### src/rtl/ctrl_pkg.sv
// Shared encodings for the ctrl_pipe control path: ALU ops, condition codes,
// instruction class fields, flag indices and the pipelined control bundles.
package ctrl_pkg;

    localparam logic [3:0] ALU_ADD = 4'b0000;
    localparam logic [3:0] ALU_SUB = 4'b0001;
    localparam logic [3:0] ALU_AND = 4'b0010;
    localparam logic [3:0] ALU_ORR = 4'b0011;

    localparam logic [1:0] OP_DP  = 2'b00;
    localparam logic [1:0] OP_MEM = 2'b01;
    localparam logic [1:0] OP_BR  = 2'b10;

    localparam logic [3:0] CMD_AND = 4'b0000;
    localparam logic [3:0] CMD_SUB = 4'b0010;
    localparam logic [3:0] CMD_ADD = 4'b0100;
    localparam logic [3:0] CMD_CMP = 4'b1010;
    localparam logic [3:0] CMD_ORR = 4'b1100;
    localparam logic [3:0] CMD_MOV = 4'b1101;

    localparam logic [3:0] COND_EQ = 4'h0;
    localparam logic [3:0] COND_NE = 4'h1;
    localparam logic [3:0] COND_CS = 4'h2;
    localparam logic [3:0] COND_CC = 4'h3;
    localparam logic [3:0] COND_MI = 4'h4;
    localparam logic [3:0] COND_PL = 4'h5;
    localparam logic [3:0] COND_VS = 4'h6;
    localparam logic [3:0] COND_VC = 4'h7;
    localparam logic [3:0] COND_HI = 4'h8;
    localparam logic [3:0] COND_LS = 4'h9;
    localparam logic [3:0] COND_GE = 4'ha;
    localparam logic [3:0] COND_LT = 4'hb;
    localparam logic [3:0] COND_GT = 4'hc;
    localparam logic [3:0] COND_LE = 4'hd;
    localparam logic [3:0] COND_AL = 4'he;

    localparam int FLG_N = 3;
    localparam int FLG_Z = 2;
    localparam int FLG_C = 1;
    localparam int FLG_V = 0;

    // An all-zero ctl_e_t is a bubble: no enable set, no flag update.
    typedef struct packed {
        logic [3:0] cond;
        logic [1:0] flag_write;
        logic       reg_write;
        logic       mem_write;
        logic       mem_to_reg;
        logic       branch;
        logic       pcs;
        logic       alu_src;
        logic       ig_rn;
        logic [3:0] alu_ctl;
    } ctl_e_t;

    typedef struct packed {
        logic reg_write;
        logic mem_write;
        logic mem_to_reg;
        logic pcs;
    } ctl_m_t;

    function automatic logic cond_holds(input logic [3:0] cond, input logic [3:0] flags);
        logic n, z, c, v;
        n = flags[FLG_N];
        z = flags[FLG_Z];
        c = flags[FLG_C];
        v = flags[FLG_V];
        case (cond)
            COND_EQ: cond_holds = z;
            COND_NE: cond_holds = ~z;
            COND_CS: cond_holds = c;
            COND_CC: cond_holds = ~c;
            COND_MI: cond_holds = n;
            COND_PL: cond_holds = ~n;
            COND_VS: cond_holds = v;
            COND_VC: cond_holds = ~v;
            COND_HI: cond_holds = c & ~z;
            COND_LS: cond_holds = ~c | z;
            COND_GE: cond_holds = (n == v);
            COND_LT: cond_holds = (n != v);
            COND_GT: cond_holds = ~z & (n == v);
            COND_LE: cond_holds = z | (n != v);
            COND_AL: cond_holds = 1'b1;
            default: cond_holds = 1'b0;
        endcase
    endfunction

endpackage

### src/rtl/ctrl_pipe_cond_unit.sv
// Execute-stage condition unit: owns the NZCV register, evaluates the E-stage
// condition against the pre-update flags and gates the side-effecting enables.
module cond_unit
    import ctrl_pkg::*;
(
    input  logic       clk,
    input  logic       rst_n,
    input  logic [3:0] cond,
    input  logic [1:0] flag_write,
    input  logic [3:0] alu_flags,
    input  logic       reg_write,
    input  logic       mem_write,
    input  logic       pcs,
    input  logic       branch,
    output logic       cond_ex,
    output logic       reg_write_g,
    output logic       mem_write_g,
    output logic       pcs_g,
    output logic       branch_taken
);

    logic [3:0] flags_q;

    assign cond_ex      = cond_holds(cond, flags_q);
    assign reg_write_g  = reg_write & cond_ex;
    assign mem_write_g  = mem_write & cond_ex;
    assign pcs_g        = pcs & cond_ex;
    assign branch_taken = branch & cond_ex;

    // NZ and CV are written independently so logical ops keep the carry.
    always_ff @(posedge clk or negedge rst_n) begin
        if (!rst_n) begin
            flags_q <= '0;
        end else begin
            if (cond_ex && flag_write[1]) begin
                flags_q[FLG_N:FLG_Z] <= alu_flags[FLG_N:FLG_Z];
            end
            if (cond_ex && flag_write[0]) begin
                flags_q[FLG_C:FLG_V] <= alu_flags[FLG_C:FLG_V];
            end
        end
    end

endmodule

### src/rtl/ctrl_pipe.sv
// Control path for the 5-stage core: decode in D, condition check in E, D->W in 3 cycles.
// Only FlushE bubbles E; E->M->W never stall. CTRL_STATS_EN adds retired/squash counters.
module ctrl_pipe
    import ctrl_pkg::*;
#(
    parameter int ALUCTL_W = 4
) (
    input  logic                clk,
    input  logic                reset,
    input  logic [31:0]         InstrD,
    input  logic [3:0]          ALUFlags,
    input  logic                FlushE,
    output logic [1:0]          RegSrcD,
    output logic [1:0]          ImmSrcD,
    output logic                ALUSrcE,
    output logic [ALUCTL_W-1:0] ALUControlE,
    output logic                IgRnE,
    output logic                BranchTakenE,
    output logic                MemWriteM,
    output logic                RegWriteM,
    output logic                MemtoRegE,
    output logic                RegWriteW,
    output logic                MemtoRegW,
    output logic                PCSrcW,
    output logic                PCWrPendingF
`ifdef CTRL_STATS_EN
    ,
    output logic [31:0]         RetiredCnt,
    output logic [31:0]         SquashCnt
`endif
);

    ctl_e_t dec;
    ctl_e_t ctl_e;
    ctl_m_t ctl_m;
    ctl_m_t ctl_m_next;
    logic   dp_known;
    logic   dp_arith;
    logic   cond_ex_e;
    logic   reg_write_w;
    logic   mem_to_reg_w;
    logic   pcs_w;
    logic   unused_bits;

    // Register numbers and offsets belong to the datapath.
    assign unused_bits = ^{InstrD[19:16], InstrD[11:0]};

    always_comb begin
        dec      = '0;
        RegSrcD  = 2'b00;
        ImmSrcD  = 2'b00;
        dp_known = 1'b0;
        dp_arith = 1'b0;
        dec.cond = InstrD[31:28];
        case (InstrD[27:26])
            OP_DP: begin
                dec.alu_src = InstrD[25];
                dp_known    = 1'b1;
                case (InstrD[24:21])
                    CMD_ADD: begin dec.alu_ctl = ALU_ADD; dp_arith = 1'b1; end
                    CMD_SUB: begin dec.alu_ctl = ALU_SUB; dp_arith = 1'b1; end
                    CMD_AND: dec.alu_ctl = ALU_AND;
                    CMD_ORR: dec.alu_ctl = ALU_ORR;
                    CMD_MOV: begin dec.alu_ctl = ALU_ADD; dec.ig_rn = 1'b1; end
                    CMD_CMP: begin dec.alu_ctl = ALU_SUB; dp_arith = 1'b1; end
                    default: dp_known = 1'b0;
                endcase
                dec.reg_write = dp_known && (InstrD[24:21] != CMD_CMP);
                if (InstrD[24:21] == CMD_CMP) begin
                    dec.flag_write = 2'b11;
                end else if (InstrD[20]) begin
                    dec.flag_write = {dp_known, dp_arith};
                end
            end
            OP_MEM: begin
                dec.alu_src = 1'b1;
                dec.alu_ctl = ALU_ADD;
                ImmSrcD     = 2'b01;
                if (InstrD[20]) begin
                    dec.reg_write  = 1'b1;
                    dec.mem_to_reg = 1'b1;
                end else begin
                    dec.mem_write = 1'b1;
                    RegSrcD       = 2'b10;
                end
            end
            OP_BR: begin
                dec.branch  = 1'b1;
                dec.alu_src = 1'b1;
                dec.alu_ctl = ALU_ADD;
                ImmSrcD     = 2'b10;
                RegSrcD     = 2'b01;
            end
            default: ;
        endcase
        dec.pcs = dec.reg_write && (InstrD[15:12] == 4'hf);
    end

    always_ff @(posedge clk or negedge reset) begin
        if (!reset) begin
            ctl_e <= '0;
        end else if (FlushE) begin
            ctl_e <= '0;
        end else begin
            ctl_e <= dec;
        end
    end

    cond_unit u_cond (
        .clk          (clk),
        .rst_n        (reset),
        .cond         (ctl_e.cond),
        .flag_write   (ctl_e.flag_write),
        .alu_flags    (ALUFlags),
        .reg_write    (ctl_e.reg_write),
        .mem_write    (ctl_e.mem_write),
        .pcs          (ctl_e.pcs),
        .branch       (ctl_e.branch),
        .cond_ex      (cond_ex_e),
        .reg_write_g  (ctl_m_next.reg_write),
        .mem_write_g  (ctl_m_next.mem_write),
        .pcs_g        (ctl_m_next.pcs),
        .branch_taken (BranchTakenE)
    );

    assign ctl_m_next.mem_to_reg = ctl_e.mem_to_reg;

    always_ff @(posedge clk or negedge reset) begin
        if (!reset) begin
            ctl_m        <= '0;
            reg_write_w  <= 1'b0;
            mem_to_reg_w <= 1'b0;
            pcs_w        <= 1'b0;
        end else begin
            ctl_m        <= ctl_m_next;
            reg_write_w  <= ctl_m.reg_write;
            mem_to_reg_w <= ctl_m.mem_to_reg;
            pcs_w        <= ctl_m.pcs;
        end
    end

    assign ALUSrcE      = ctl_e.alu_src;
    assign ALUControlE  = ALUCTL_W'(ctl_e.alu_ctl);
    assign IgRnE        = ctl_e.ig_rn;
    assign MemtoRegE    = ctl_e.mem_to_reg;
    assign MemWriteM    = ctl_m.mem_write;
    assign RegWriteM    = ctl_m.reg_write;
    assign RegWriteW    = reg_write_w;
    assign MemtoRegW    = mem_to_reg_w;
    assign PCSrcW       = pcs_w;
    assign PCWrPendingF = dec.pcs | ctl_e.pcs | ctl_m.pcs;

`ifdef CTRL_STATS_EN
    logic valid_e;
    logic exec_m;

    // valid_e separates a real instruction from a FlushE/reset bubble.
    always_ff @(posedge clk or negedge reset) begin
        if (!reset) begin
            valid_e    <= 1'b0;
            exec_m     <= 1'b0;
            RetiredCnt <= '0;
            SquashCnt  <= '0;
        end else begin
            valid_e    <= ~FlushE;
            exec_m     <= valid_e & cond_ex_e;
            RetiredCnt <= RetiredCnt + 32'(exec_m);
            SquashCnt  <= SquashCnt + 32'(FlushE) + 32'(valid_e & ~cond_ex_e);
        end
    end
`endif

endmodule

### config.mk
export PLATFORM = sky130hd
export DESIGN_NAME = ctrl_pipe
export DESIGN_NICKNAME = d
export VERILOG_FILES = /design/src/rtl/ctrl_pkg.sv /design/src/rtl/ctrl_pipe_cond_unit.sv /design/src/rtl/ctrl_pipe.sv
export SDC_FILE = /design/constraint.sdc
export NUM_CORES = 1
export LEC_CHECK = 0
export BUFFER_PORTS_ARGS = -buffer_cell sky130_fd_sc_hd__buf_4
export CORE_UTILIZATION = 51
export CTS_CLUSTER_SIZE = 16
export DETAILED_ROUTE_END_ITERATION = 10
export HOLD_SLACK_MARGIN = 0.05
export PLACE_DENSITY_LB_ADDON = 0.15
export SYNTH_ARGS = -nofsm -noshare
export SYNTH_HDL_FRONTEND = slang
export SYNTH_SLANG_ARGS = --single-unit
### constraint.sdc
create_clock -name clk -period 3.9 [get_ports clk]
set_input_delay 0 -clock clk [delete_from_list [all_inputs] [get_ports clk]]
set_output_delay 0 -clock clk [all_outputs]
set_load 0.02 [all_outputs]
Word-level counts from Yosys, hierarchy flattened

Index checks and enable logic that the tools add are counted.

Mux-type cells: 21
Multipliers: 0
Equality and inequality tests: 25
Add/subtract/negate cells: 0
Divide/modulo/power cells: 0
Shift operators: 0
Magnitude comparators: 0
Reduce and logical (&&, ||, !) cells: 11
Bitwise logic cells: 14

Operator list:

| operator                                             | count |
|---|---|
| equality test 4 bit (second input constant)          | 11 |
| equality test 4 x 3 -> 1 bit (second input constant) | 5 |
| two-way mux 17 bit                                   | 1 |
| case mux 1 bit (15 select lines)                     | 1 |
| equality test 4 x 2 -> 1 bit (second input constant) | 3 |
| two-way mux 2 bit                                    | 5 |
| logical NOT 4 bit                                    | 2 |
| two-way mux 1 bit                                    | 8 |
| case mux 2 bit (2 select lines)                      | 2 |
| AND 1 bit                                            | 6 |
| case mux 2 bit (3 select lines)                      | 1 |
| OR reduction 2 bit                                   | 3 |
| OR reduction 6 bit                                   | 1 |
| equality test 4 x 1 -> 1 bit (second input constant) | 1 |
| logical AND 1 bit                                    | 4 |
| two-way mux 4 bit                                    | 1 |
| inequality test 4 bit (second input constant)        | 1 |
| NOT 1 bit                                            | 4 |
| OR 1 bit                                             | 4 |
| case mux 1 bit (2 select lines)                      | 2 |
| equality test 2 x 1 -> 1 bit (second input constant) | 1 |
| equality test 2 bit (second input constant)          | 1 |
| logical NOT 2 bit                                    | 1 |
| equality test 1 bit                                  | 1 |
| inequality test 1 bit                                | 1 |

Output and inout port bits: 18
Input port bits: 39
RAM bits: 0
Bits in registers: 28
ROM bits: 0
Logic and storage cells: 90
Memories kept: 0
Latch bits: 0

Depth between registers and ports, before layout

Gate-level depths: netlist (run 1).

Depth in word-level cells: 9
Mapped depth: 6
Mapped depth without buffers: 5

Modules after synthesis

Synthesis (run 1) repeated with hierarchy kept, for this count alone.

Cell total of the unflattened synthesis: 109
Area total of the unflattened synthesis: 1297.5 µm²

By module, submodules not included:

| module    | cells an instance | instances | area an instance (µm²) |
|---|---|---|---|
| ctrl_pipe | 71                | 1         | 924.6 |
| cond_unit | 38                | 1         | 372.9 |

Worst setup path after synthesis (run 1)

No wires, ideal clock.

Path kind: register to register
From: reg ctl_e[14] in the netlist's numbering
To: reg u_cond.flags_q[2]
Slack: 2265 ps
Arrival time: 1508 ps
Stages on the path, launching flop included: 7
Cell sequence: dfrtp_1 > buf_2 > or3b_1 > a21oi_2 > o2bb2ai_1 > a41oi_1 > o21ai_1

Cells in the longest elaborated chain, start to end: 3

Ends and longest elaborated chain:

| item                                              | line                      | text |
|---|---|---|
| start: declaration                                | ctrl_pipe.sv:34           | `ctl_e_t ctl_e;` |
| start signal: assignment                          | ctrl_pipe.sv:101          | `ctl_e <= '0;` |
| start signal: assignment                          | ctrl_pipe.sv:103          | `ctl_e <= '0;` |
| start signal: assignment                          | ctrl_pipe.sv:105          | `ctl_e <= dec;` |
| equality test 4 bit, or another cell as far along | ctrl_pkg.sv:69            | `case (cond)` |
| case mux 1 bit (15 select lines) *                | ctrl_pkg.sv:69            |  |
| logical AND 1 bit *                               | ctrl_pipe_cond_unit.sv:35 | `if (cond_ex && flag_write[1]) begin` |
| end signal: indexed assignment                    | ctrl_pipe_cond_unit.sv:36 | `flags_q[FLG_N:FLG_Z] <= alu_flags[FLG_N:FLG_Z];` |
| end signal: indexed assignment                    | ctrl_pipe_cond_unit.sv:39 | `flags_q[FLG_C:FLG_V] <= alu_flags[FLG_C:FLG_V];` |
| end: declaration                                  | ctrl_pipe_cond_unit.sv:22 | `logic [3:0] flags_q;` |

Mark *: on every way between the ends. The rest lies on a longest branch, timed or not.
A chain may end at the register's enable or synchronous reset.

Worst setup path in the final report (run 1)

From: reg u_cond.flags_q[0]
To: out BranchTakenE

Cells in the longest elaborated chain, start to end: 4

Ends and longest elaborated chain:

| item                                                         | line                           | text |
|---|---|---|
| inequality test 1 bit or equality test 1 bit (tied branches) | n/a                            |  |
| OR 1 bit or AND 1 bit (tied branches)                        | ctrl_pkg.sv:83, ctrl_pkg.sv:82 |  |
| case mux 1 bit (15 select lines) *                           | ctrl_pkg.sv:69                 |  |
| AND 1 bit *                                                  | ctrl_pipe_cond_unit.sv:28      | `assign branch_taken = branch & cond_ex;` |
| end: declaration                                             | ctrl_pipe.sv:18                | `output logic BranchTakenE,` |

Marked as above.

==> results.py, run 1 <==
metrics = {
    "outcome": {
        "status": "complete, no violations",
    },
    "drt": {
        "viasPerCell": 5.32,
        "drt_iter0_markers": 13,
        "dr.pass1.iters": 3,
        "drc_errors": 0,
        "via_count": 1112,
        "wl_per_cell_um": 13.5,
        "totalWireLength_mm": 2.81,
        "final_antenna_net_count": 0,
    },
    "global_route": {
        "overflow": 0,
        "grt_pass1_vias": 1111,
        "grt_first_pass_wirelength_mm": 4.60,
        "grt_max_degree": 27,
        "grtUsageTotal_pct": 22.7,
        "antenna_found_initial": 0,
    },
    "finish": {
        "drive_above_1_share_pct": 30.7,
        "utilization_pct": 76.1,
        "syn_to_final_growth_pct": 39.4,
        "fill_cells": 169,
        "nets": 224,
        "fin_cells": 209,
        "antenna_cells": 0,
    },
    "clock_tree": {
        "htree_levels": 1,
        "postCtsHoldBufs": 21,
        "cts.sinks": 26,
        "clockBufferDepth": 2,
        "post_cts.repair.setup_buffers": 0,
        "cts_tree": "done",
        "ctsResizeCount": 0,
        "insertion_delay_ns": 0.32,
        "clk_pin_slew_ns": 0.14,
        "cts-root-buf": "clkbuf_4",
        "cts_made_buffers": 3,
    },
    "setup_path": {
        "crit_required_ns": 3.90,
        "cp-startpoint": "u_cond.flags_q[0]$_DFFE_PN0P_",
        "critPathKind": "reg -> out",
        "crit_path_start_kind": "flip-flop",
        "cp_max_fo": 7,
        "critPathCaptureType": "output port",
        "r2r-start": "u_cond.flags_q[0]$_DFFE_PN0P_",
        "regToRegSetupSlack_ns": 2.09,
        "critical_path_arrival_ns": 2.19,
    },
    "sta": {
        "setup_tns_ns": 0,
        "fmax_ghz": 0.457,
        "rsz0062_at_grt": "false",
        "whs_ns": 0.0709,
        "fin_crit_ns": 2.19,
        "worstMarginPinSlew_ns": 0.606,
        "finalSetupViolCount": 0,
        "relSlewSlack_pct": 59.4,
        "fin_skew_ns": 0.00973,
        "slew_viol_final": 0,
        "final_hold_viol_count": 0,
        "fin_crit_sh_pct": 56.1,
    },
    "synthesis": {
        "ys_warn_count": 0,
        "synth.avg_cell_area_um2": 11.1,
        "synth_cell_types": 46,
        "synth_seq_cells": 26,
        "mappedNetlistArea_um2": 1360,
        "yosysSeqAreaShare_pct": 47.7,
        "synthCells": 123,
    },
    "placement": {
        "io_buffers": 38,
        "gp_congestion": 0.711,
        "dp_cells": 184,
        "dp.final_hpwl_mm": 1.96,
    },
    "die": {
        "dieArea_um2": 2880,
        "core_area_um2": 2500,
        "io_pins": 57,
        "initial_core_util_pct": 54.6,
        "die_h_um": 53.7,
        "die_x_um": 53.7,
        "rows": 18,
    },
    "run": {
        "cap_violations": 0,
    },
    "worst_hold_path": {
        "holdCritPathClass": "in -> reg",
        "hold_start": "InstrD[23]",
    },
    "pwr": {
        "power.total_uw": 577,
        "peakVddDrop_mv": 0.230,
        "power_density_nw_per_um2": 304,
        "p_leak_nw": 0.899,
    },
}
==> synth_stat cells, drive strengths merged <==
| cell type | count | share of area, % |
|---|---|---|
| or2b | 1 | 0.55 |
| nand2 | 7 | 1.9 |
| clkbuf | 1 | 0.27 |
| a21boi | 1 | 0.55 |
| buf | 7 | 3.5 |
| nand4 | 1 | 0.46 |
| a31oi | 2 | 0.92 |
| and3b | 1 | 0.64 |
| ha | 5 | 4.6 |
| a32oi | 1 | 0.64 |
| a211o | 2 | 1.4 |
| o21ai | 2 | 0.73 |
| and2 | 4 | 1.8 |
| nor4 | 1 | 0.46 |
| conb | 1 | 0.27 |
| nand3b | 1 | 0.55 |
| nor3b | 3 | 1.7 |
| nand4bb | 1 | 1.2 |
| xnor2 | 1 | 0.64 |
| dfrtp | 26 | 48 |
| o311ai | 1 | 1.2 |
| mux2 | 1 | 0.83 |
| o2bb2ai | 1 | 0.64 |
| and4b | 1 | 0.73 |
| inv | 7 | 1.9 |
| xor2 | 1 | 0.64 |
| mux2i | 3 | 2.2 |
| o211a | 1 | 1.3 |
| o2111ai | 3 | 1.9 |
| or3b | 3 | 1.9 |
| nor3 | 4 | 1.8 |
| nor2b | 6 | 2.8 |
| or4b | 1 | 0.73 |
| o211ai | 5 | 4.2 |
| nor2 | 5 | 1.4 |
| nand2b | 2 | 0.92 |
| nand4b | 1 | 0.64 |
| a41oi | 2 | 1.3 |
| a21oi | 6 | 2.5 |
==> per-stage QoR <==
| step | cell area, um^2 | worst slack [ns] |
|---|---|---|
| after floorplan | 1370 | 2.26 |
| after global placement | 1640 | 2.10 |
| after detailed placement | 1640 | 2.07 |
| after CTS | 1900 | 1.67 |
| after global routing | 1900 | 1.53 |
| final | 1900 | 1.71 |
==> final timing paths <==
path	endpoint	depth (start not counted)
max in group asynchronous	ctl_e[14]$_DFF_PN0_	2
max	BranchTakenE	6
min	ctl_e[11]$_DFF_PN0_	4
max reg2reg	RegWriteM$_DFF_PN0_	5
min in group asynchronous	u_cond.flags_q[2]$_DFFE_PN0P_	2
min reg2reg	MemtoRegW$_DFF_PN0_	0
==> final cells by class <==
class,count,area [um^2],share of cell area [%]
flip-flops and latches,26,651,34.2
multi-input cells,83,639,33.6
repair buffers,59,495,26.1
well taps,30,37.5,1.97
clock inverters,1,30.0,1.58
inverters,7,26.3,1.38
clock buffers,3,22.5,1.18
==> registers in the layout (all words and copies together), names as in the netlist <==
signal          flops
u_cond.flags_q      4
RegWriteM           1
PCSrcW              1
ctl_e              10
ALUControlE         2
MemWriteM           1
ctl_m               2
MemtoRegW           1
ALUSrcE             1
IgRnE               1
RegWriteW           1
MemtoRegE           1
==> kinds of logic (layout without fill, tap and decap cells) <==
group,after synthesis,count (layout),synth area share [%]
AO/OA/AOI/OAI,27,27,17.2
XOR/XNOR,2,2,1.28
adder cells (fa/ha/maj),5,5,4.59
buffers and inverters,15,70,5.69
flip-flops,26,26,47.7
multiplexers,4,4,3.03
other,1,2,0.275
AND/OR/NAND/NOR,43,43,20.2
==> power by group <==
| group | switching [mW] | internal (mW) | total (mW) |
|---|---|---|---|
| clock network | 0.0788 | 0.104 | 0.183 |
| logic | 0.0518 | 0.0563 | 0.108 |
| registers | 0.00873 | 0.278 | 0.286 |
| total | 0.139 | 0.438 | 0.577 |
==> metal layers <==
metal | vias to the layer above | part of all wire, % | track usage [%]
met3 | 2 | 2.3 | 4.24
met4 | 0 | 0.28 | 7.89
met2 | 23 | 58 | 44.2
li1 | 550 | - | -
met1 | 537 | 39 | 23.8
met5 | - | 0 | 0
==> critical path, cell delays in order (launching register included) <==
cell and delay, ns:
dfrtp_1 0.50, nand4bb_2 0.20, o311ai_2 0.13, o2bb2ai_1 0.47
o211ai_2 0.20, and2_1 0.21, buf_4 0.15
==> placed cells by master (no fill, tap or decap), drive strengths merged, types with 2 or more instances in the layout <==
master / netlist / layout
buf: 7 / 38
dfrtp: 26 / 26
dlygate4sd3: 0 / 21
inv: 7 / 7
nand2: 7 / 7
nor2b: 6 / 6
a21oi: 6 / 6
nor2: 5 / 5
ha: 5 / 5
o211ai: 5 / 5
and2: 4 / 4
nor3: 4 / 4
nor3b: 3 / 3
mux2i: 3 / 3
o2111ai: 3 / 3
clkbuf: 1 / 3
or3b: 3 / 3
a31oi: 2 / 2
a41oi: 2 / 2
nand2b: 2 / 2
conb: 1 / 2
a211o: 2 / 2
o21ai: 2 / 2
Power figures use the tool's default switching activity.
==> inputs of run 2 (changes only) <==
--- a/config.mk
+++ b/config.mk
@@ -6,7 +6,7 @@
 export NUM_CORES = 1
 export LEC_CHECK = 0
 export BUFFER_PORTS_ARGS = -buffer_cell sky130_fd_sc_hd__buf_4
-export CORE_UTILIZATION = 51
+export CORE_UTILIZATION = 42
 export CTS_CLUSTER_SIZE = 16
 export DETAILED_ROUTE_END_ITERATION = 10
 export HOLD_SLACK_MARGIN = 0.05
==> constraint.sdc (replaced) <==
create_clock -name clk -period 2 [get_ports clk]
set_input_delay 0 -clock clk [delete_from_list [all_inputs] [get_ports clk]]
set_output_delay 0 -clock clk [all_outputs]
set_load 0.02 [all_outputs]
==> run 2 against run 1 <==
Against the previous run:
- the flow now finishes with violations (setup timing)
- clock power up 40%
- wire length up 9.6%
- non-clock buffer count up 15
- critical path type unchanged
- critical endpoint unchanged
==> results.py, run 2 (synthesis gave the netlist of run 1 again) <==
metrics = {
    "outcome": {
        "status": "complete, but fails checks",
        "violations": "setup timing",
    },
    "clock_tree": {
        "clk_pin_slew_ns": 0.14,
        "insertion_delay_ns": 0.31,
        "htree_levels": 1,
        "clockBufferDepth": 2,
        "cts_tree": "done",
        "cts-root-buf": "clkbuf_4",
        "cts_made_buffers": 3,
        "cts.sinks": 26,
    },
    "finish": {
        "largest-register": "ctl_e",
        "drive_above_1_share_pct": 40.7,
        "reg_top3": "ctl_e: 10 flops, u_cond.flags_q: 4 flops",
        "nets": 239,
        "syn_to_final_growth_pct": 57.3,
        "utilization_pct": 69.7,
        "largest_reg_flops": 10,
        "final_common_cell": "buf_4",
        "antenna_cells": 0,
        "final_cell_mix": "buf_4 (46), dlygate4sd3_1 (25), dfrtp_1 (21), inv_1 (7), nand2_1 (7)",
        "fin_cells": 238,
        "final_area_um2": 2150,
    },
    "setup_path": {
        "critPathKind": "reg -> out",
        "crit_required_ns": 2.00,
        "cp_max_fo": 6,
        "crit_path_start_kind": "flip-flop",
        "cpMostUsedCell": "buf_6",
        "critPathCaptureType": "output port",
        "cp_cell_sequence": "buf_6, nand4b_1, a21oi_4, nor3_4, o211ai_2, and2_4, buf_6",
        "critical_path_arrival_ns": 2.01,
        "slowest_stage": "dfrtp_2",
        "crit_path_max_incr_delay_ns": 0.48,
    },
    "global_route": {
        "grtUsageTotal_pct": 17.9,
        "antenna_found_initial": 0,
        "grt_max_degree": 27,
        "grt_pass1_vias": 1114,
        "grt_first_pass_wirelength_mm": 4.75,
        "overflow": 0,
    },
    "sta": {
        "final_hold_viol_count": 0,
        "relSlewSlack_pct": 67.0,
        "fin_skew_ns": 0.00492,
        "layout_setup_ws_ns": -0.00692,
        "rsz0062_at_grt": "true",
        "fin_crit_sh_pct": 100,
        "fmax_ghz": 0.498,
        "slew_viol_final": 0,
        "finalSetupViolCount": 1,
        "worstMarginPinSlew_ns": 0.491,
        "whs_ns": 0.0771,
        "fin_crit_ns": 2.01,
    },
    "drt": {
        "dr.pass1.iters": 4,
        "final_antenna_net_count": 0,
        "via_count": 1183,
        "drc_errors": 0,
        "viasPerCell": 4.97,
        "wl_per_cell_um": 12.9,
        "totalWireLength_mm": 3.08,
        "drt_iter0_markers": 60,
    },
    "die": {
        "dieArea_um2": 3480,
        "rows": 20,
        "core_area_um2": 3080,
        "die_x_um": 59.0,
        "die_h_um": 59.0,
        "initial_core_util_pct": 44.3,
        "io_pins": 57,
    },
    "placement": {
        "gp_congestion": 0.726,
        "dp.final_hpwl_mm": 1.89,
        "dp_cells": 198,
        "dpl-instance-area_um2": 1660,
        "io_buffers": 38,
    },
    "pwr": {
        "seqPwrFrac_pct": 51.9,
        "power.total_mw": 1.08,
        "p_sw_uw": 285,
        "pwr-share-clk_pct": 23.8,
        "p_comb_share_pct": 24.4,
        "power_density_nw_per_um2": 502,
        "peakVddDrop_mv": 0.404,
        "p_int_uw": 794,
        "p_leak_nw": 0.995,
        "switching_share_pct": 26.4,
    },
    "run": {
        "cap_violations": 0,
    },
    "worst_hold_path": {
        "holdCritPathClass": "in -> reg",
    },
}
run 2: cell count changes in the layout (fill, tap and decap cells not counted), sizes merged:
cell and change:
dlygate4sd3 +4, buf +10, bufinv -1, clkbuf +2
run 2: per-layer routing:
| layer | wire length, um | global-route usage (%) |
|---|---|---|
| met1 | 1320 | 23.6 |
| met2 | 1620 | 31.7 |
| met3 | 106 | 2.40 |
| met4 | 36 | 3.06 |
| met5 | 0 | 0 |
run 2: path summary, 6_finish.rpt:
kind | startpoint | endpoint | slack, ns | cells past startpoint
max in group asynchronous | reset | u_cond.flags_q[0]$_DFFE_PN0P_ | 1.63 | 2
worst max register to register | ctl_e[15]$_DFF_PN0_ | u_cond.flags_q[3]$_DFFE_PN0P_ | 0.14 | 7
worst max-delay path | ctl_e[15]$_DFF_PN0_ | BranchTakenE | -0.007 | 7
min in group asynchronous | reset | RegWriteW$_DFF_PN0_ | 0.11 | 2
worst min register to register | ctl_m[1]$_DFF_PN0_ | MemtoRegW$_DFF_PN0_ | 0.36 | 0
worst min-delay path | InstrD[23] | ctl_e[11]$_DFF_PN0_ | 0.08 | 4
run 2: worst max-delay path, delay by kind of cell, from the launching register on:
family,cells,cell delay (ns)
AO/OA/AOI/OAI,2,0.47
buffers and inverters,2,0.26
flip-flops,1,0.48
AND/OR/NAND/NOR,3,0.49
run 2: layout make-up:
type / instances / area [um^2]
fill: 227 / 932
multi-input combinational: 83 / 748
sequential: 26 / 657
timing repair buffer: 74 / 623
tap: 44 / 55.1
clock buffer: 4 / 36.3
inverter: 7 / 26.3
run 2: repair_timing:
action,CTS,global route
resized for setup,8,17
setup endpoints to repair,1,1
setup buffers,7,4
hold buffers,25,0
pin swaps,4,8
hold endpoints to repair,45,0
run 2: through the flow:
stage | setup slack [ns] | TNS [ns]
after floorplan | 0.365 | 0
after global placement | 0.174 | 0
after detailed placement | 0.127 | 0
after CTS | 0.0000615 | 0
after global routing | -0.0752 | -0.0752
final | -0.00692 | -0.00692
run 2: power by group through the flow:
stage | clock, mW | sequential, mW | combinational [mW]
2_1_floorplan | 0 | 0.567 | 0.104
3_3_place_gp | 0 | 0.567 | 0.176
3_5_place_dp | 0 | 0.568 | 0.181
4_1_cts | 0.272 | 0.558 | 0.235
5_1_grt | 0.293 | 0.562 | 0.285
6_report | 0.256 | 0.559 | 0.263
